--- src/rtl/inst_fetch.sv ---
// rtl/inst_fetch.sv - instruction fetch stage feeding the IF/ID register
//
// Owns the fetch PC, requests instruction words over a req/ready handshake and
// presents PC/instruction/valid to the IF/ID register. A one-entry skid buffer
// catches the word returned while IF/ID is stalled, and a drain state lets an
// in-flight request complete (and be thrown away) after a redirect.
//
// Ports:
//   clk, rst          clock, asynchronous active-low reset
//   stall             IF/ID cannot accept; presented outputs must hold
//   branchFlag        redirect pulse from ID
//   branchTarget      redirect address (low two bits ignored)
//   memReq/memAddr    fetch request and address (address stable while requesting)
//   memReady/memData  request accepted and instruction word valid this cycle
//   ifPC/ifInst       presented PC and instruction
//   ifValid           ifPC/ifInst hold a real instruction

module inst_fetch #(
    parameter int                    ADDR_WIDTH = 32,
    parameter int                    INST_WIDTH = 32,
    parameter logic [ADDR_WIDTH-1:0] RESET_PC   = '0,
    parameter int                    PC_STEP    = 4
) (
    input  logic                  clk,
    input  logic                  rst,
    input  logic                  stall,
    input  logic                  branchFlag,
    input  logic [ADDR_WIDTH-1:0] branchTarget,
    output logic                  memReq,
    output logic [ADDR_WIDTH-1:0] memAddr,
    input  logic                  memReady,
    input  logic [INST_WIDTH-1:0] memData,
    output logic [ADDR_WIDTH-1:0] ifPC,
    output logic [INST_WIDTH-1:0] ifInst,
    output logic                  ifValid
);

    typedef enum logic [1:0] {
        S_IDLE,
        S_FETCH,
        S_HOLD,
        S_DRAIN
    } state_t;

    state_t                  state;
    state_t                  next_state;
    logic [ADDR_WIDTH-1:0]   fetch_pc;
    logic [ADDR_WIDTH-1:0]   pend_pc;
    logic [ADDR_WIDTH-1:0]   buf_pc;
    logic [INST_WIDTH-1:0]   buf_inst;
    logic [ADDR_WIDTH-1:0]   target;
    logic [ADDR_WIDTH-1:0]   next_pc;
    logic                    slot_free;

    // Instructions are word aligned; the low two address bits are dropped.
    assign target    = branchTarget & ~ADDR_WIDTH'(3);
    assign next_pc   = fetch_pc + ADDR_WIDTH'(PC_STEP);
    assign slot_free = !ifValid || !stall;

    // A request, once raised, stays up until accepted: DRAIN keeps presenting
    // the abandoned address so the memory side sees a clean handshake.
    assign memReq  = (state == S_FETCH) || (state == S_DRAIN);
    assign memAddr = (state == S_DRAIN) ? pend_pc : fetch_pc;

    always_ff @(posedge clk or negedge rst) begin
        if (!rst) begin
            state <= S_IDLE;
        end else begin
            state <= next_state;
        end
    end

    always_comb begin
        next_state = state;
        case (state)
            S_IDLE:  next_state = S_FETCH;
            S_FETCH: begin
                if (branchFlag) begin
                    next_state = memReady ? S_FETCH : S_DRAIN;
                end else if (memReady && !slot_free) begin
                    next_state = S_HOLD;
                end
            end
            S_HOLD: begin
                if (branchFlag || !stall) begin
                    next_state = S_FETCH;
                end
            end
            // Once the abandoned request completes, fetching resumes at the
            // most recent redirect target held in fetch_pc.
            S_DRAIN: begin
                if (memReady) begin
                    next_state = S_FETCH;
                end
            end
            default: next_state = S_IDLE;
        endcase
    end

    always_ff @(posedge clk or negedge rst) begin
        if (!rst) begin
            fetch_pc <= RESET_PC;
            pend_pc  <= '0;
            buf_pc   <= '0;
            buf_inst <= '0;
            ifPC     <= '0;
            ifInst   <= '0;
            ifValid  <= 1'b0;
        end else if (branchFlag) begin
            // Redirect wins over stall and memReady: kill the presented slot,
            // forget the skid buffer and retarget the fetch PC.
            ifPC     <= '0;
            ifInst   <= '0;
            ifValid  <= 1'b0;
            fetch_pc <= target;
            if (state == S_FETCH && !memReady) begin
                pend_pc <= fetch_pc;
            end
        end else begin
            case (state)
                S_FETCH: begin
                    if (memReady) begin
                        fetch_pc <= next_pc;
                        if (slot_free) begin
                            ifPC    <= fetch_pc;
                            ifInst  <= memData;
                            ifValid <= 1'b1;
                        end else begin
                            buf_pc   <= fetch_pc;
                            buf_inst <= memData;
                        end
                    end else if (slot_free) begin
                        ifPC    <= '0;
                        ifInst  <= '0;
                        ifValid <= 1'b0;
                    end
                end
                S_HOLD: begin
                    if (!stall) begin
                        ifPC    <= buf_pc;
                        ifInst  <= buf_inst;
                        ifValid <= 1'b1;
                    end
                end
                default: ;
            endcase
        end
    end

endmodule

--- config.mk ---
export PLATFORM = sky130hd
export DESIGN_NAME = inst_fetch
export DESIGN_NICKNAME = d
export VERILOG_FILES = /design/src/rtl/inst_fetch.sv
export SDC_FILE = /design/constraint.sdc
export NUM_CORES = 1
export LEC_CHECK = 0
export ABC_AREA = 1
export ABC_CLOCK_PERIOD_IN_PS = 4700
export CORE_MARGIN = 5
export CORE_UTILIZATION = 57
export CTS_CLUSTER_DIAMETER = 40
export DETAILED_ROUTE_END_ITERATION = 8
export MAX_ROUTING_LAYER = met4
export PLACE_DENSITY = 0.95
export SKIP_LAST_GASP = 1
export SLEW_MARGIN = 15
export SYNTH_ARGS = -nofsm -noshare
export SYNTH_HDL_FRONTEND = slang
export SYNTH_SLANG_ARGS = --single-unit
--- constraint.sdc ---
create_clock -name clk -period 4.7 [get_ports clk]
set_clock_uncertainty 0.15 [all_clocks]
set_input_delay 1.175 -clock clk [delete_from_list [all_inputs] [get_ports clk]]
set_output_delay 1.175 -clock clk [all_outputs]
set_load 0.02 [all_outputs]
==> summary.txt <==
Layout
  – Synth-to-Final Area Change: 25.8%
  – Most common cell after layout, fill and taps aside: nand2_1
  – Nets: roughly 1300
  – Number of diodes: 0
  – Share of cells above drive strength 1: 0.0477
  – Fin util: 0.736
  – Most frequent cells in the layout: 247 x nand2_1, 188 x dfrtp_1, 161 x clkdlybuf4s50_1

Detailed routing
  – Routed WL per cell: between 15 and 20 um
  – DRC violations left: 0
  – Drt first pass iters: 5
  – Final WL: 24.1 mm
  – Drt first-iter violations: between 700 and 800
  – Antenna Nets Post-Route: 0
  – Via density: roughly 5.7
  – Via count: 8183

Yosys
  – Seq/Total Area, Yosys: 0.527
  – Mean Syn Cell Area: a little over 8 um2
  – Post-Syn Instances: about 1100
  – Post-synthesis register bit count: 188
  – Synth cell types: 33
  – Ys Warns: 0
  – Mapped Area: just under 9000 um2
  – Yosys top cell by area: dfrtp_1
  – Synth top area cells: dfrtp_1 53%, nand2_1 10%, o21ai_0 7.5%
  – Area share of the leading cell type in the synthesized netlist: 0.527

Global route
  – Pin count of the biggest net entering global routing: a little over 100
  – Antenna violations before repair: 0
  – Gr usage total: 0.278
  – Number of global-route vias before repair: approximately 7900
  – Overflow after GRT: 0
  – First-pass GRT wire length: about 39 mm

Clock network
  – Clk Latency, worst-skew pair: approximately 430 ps
  – CTS sink cnt: 188
  – Setup Buffers After CTS: 0
  – CTS root buf: clkbuf_16
  – Htree depth: 4
  – CTS Buf Count: 17
  – Post-CTS resize count: 0
  – Post-CTS Hold Fix Bufs: 0
  – Worst-path clk slew: ~70 ps
  – CTS max path bufs: 2
  – CTS tree: done

Timing
  – Setup TNS: 0 ps
  – Final setup fails: 0
  – Fin crit share: 0.882
  – Final Critical Period: between 4000 and 5000 ps
  – Slew @ Worst Pin: around 1100 ps
  – Final hold vios: 0
  – Worst slew margin: 0.282
  – Max Freq: between 200 and 250 MHz
  – Slew Viols, Final: 0
  – RSZ-0062 raised after global routing: false

Worst setup path
  – Worst Path Buf+Inv: 1
  – Required @ worst endpoint: 3380 ps
  – CP Launch Type: flop
  – Setup crit start: state[1]
  – FF-to-FF Start: state[1]
  – Worst path top cell family by delay: simple AND/OR/NAND/NOR gates
  – Crit-path cells: nand2_2, nor2_1, a21oi_1, clkdlybuf4s50_1
  – Number of cells on the worst reg-to-reg path: 7
  – Worst Path Class, Setup: reg2out
  – Crit-path max cell delay: 810 ps
  – CP max-delay cell: nand2_2
  – Crit. End Element: output port
  – CP max FO: 61
  – Worst EP arrival: roughly 2800 ps
  – Reg2reg end: ifInst[31]
  – Reg2reg setup slack: roughly 2000 ps

Worst hold path
  – Hold crit path type: reg2reg
  – Hold depth: 2
  – Worst Min Path Start: ifPC[18]
  – Hold endpoint: ifPC[18]

Die
  – Die width: roughly 140 um
  – Die height: ~140 um
  – I/O pins: between 150 and 200
  – Starting Density: 0.585
  – Full die area: around 18000 um2
  – Total core area: 15300 um2
  – Cell Rows: 45

Placement
  – RePlAce Congestion: around 0.96
  – Post-DP HPWL: 16.4 mm
  – Port bufs: 162

Power
  – Max rail drop VDD: about 0.38 mV
  – Pwr per Cell Area: between 600 and 700 nW/um2
  – LEAKAGE: roughly 5.3 nW

Outcome
  – Status: finished clean

Job
  – Max cap viols: 0
## registers in the layout, summed over array words and instances, names as in the netlist
signal	flops
state	2
ifPC	31
ifValid	1
ifInst	32
pend_pc	30
buf_pc	30
buf_inst	32
fetch_pc	30
## power breakdown
group          internal [mW]  switching [mW]
logic                   1.22            1.80
clock network          0.896           0.612
registers               2.23           0.372
total                   4.35            2.79
## worst max-delay path by stage
stage / end / cells after the start
2_1_floorplan: memAddr[10] / 4
3_3_place_gp: ifInst[31] / 7
3_5_place_dp: ifInst[31] / 7
4_1_cts: memAddr[13] / 4
5_1_grt: memAddr[13] / 4
6_report: memAddr[13] / 4
## layout make-up
cell class / instances / area [um2]
clock buffers: 23 / 488
clock inverters: 9 / 134
fillers: 1109 / 4030
inverters: 87 / 329
multi-input cells: 753 / 3560
flip-flops and latches: 188 / 4700
well taps: 211 / 264
repair buffers: 176 / 1740
## routing by layer
metal  global-route usage  up-vias  wire [um]
li1                     -     3850          -
met1                0.369     3912      10100
met2                0.444      375      11500
met3               0.0481       46       2010
met4               0.0812        0        514
met5                    -        -          0
## per-stage QoR
stage / instances / area (um2) / worst slack, ps / power (mW) / hold slack (ps)
global placement: 1415 / 10600 / 1040 / 5.51 / 313
finish: 1447 / 11200 / 556 / 7.14 / 327
detailed placement: 1415 / 10600 / 1010 / 5.64 / 315
floorplan: 1098 / 8920 / 2110 / 4.35 / 303
global route: 1447 / 11200 / 445 / 7.56 / 355
CTS: 1447 / 11200 / 541 / 7.16 / 332
## worst register-to-register path, cell delays in order, from the launching register on
cell and delay [ps]:
dfrtp_1 470, inv_1 100, nor2_2 610, nand3_2 180, nand3_2 150, nor2_4 120, o21ai_1 560, o21ai_0 160
## Yosys cell counts (all sizes together)
cell type  count
o221ai         1
xor2           6
clkbuf        33
nand4          2
o221a          1
a22o          31
nand3b         1
o21bai         3
buf           37
o211ai        24
nand2        251
ha             1
and2           2
nand3         75
dfrtp        188
nor2         132
inv           87
a31oi          1
nor3           2
o21ai        150
a21oi         68
conb           1
## cell families after synthesis
group	share of synthesized area
xor+xnor	0.00589
fa+ha+maj	0.00140
other cells	0.000420
flops	0.527
buf+inv	0.0739
compound gates	0.178
simple gates	0.213
(Power assumes the default switching activity.)
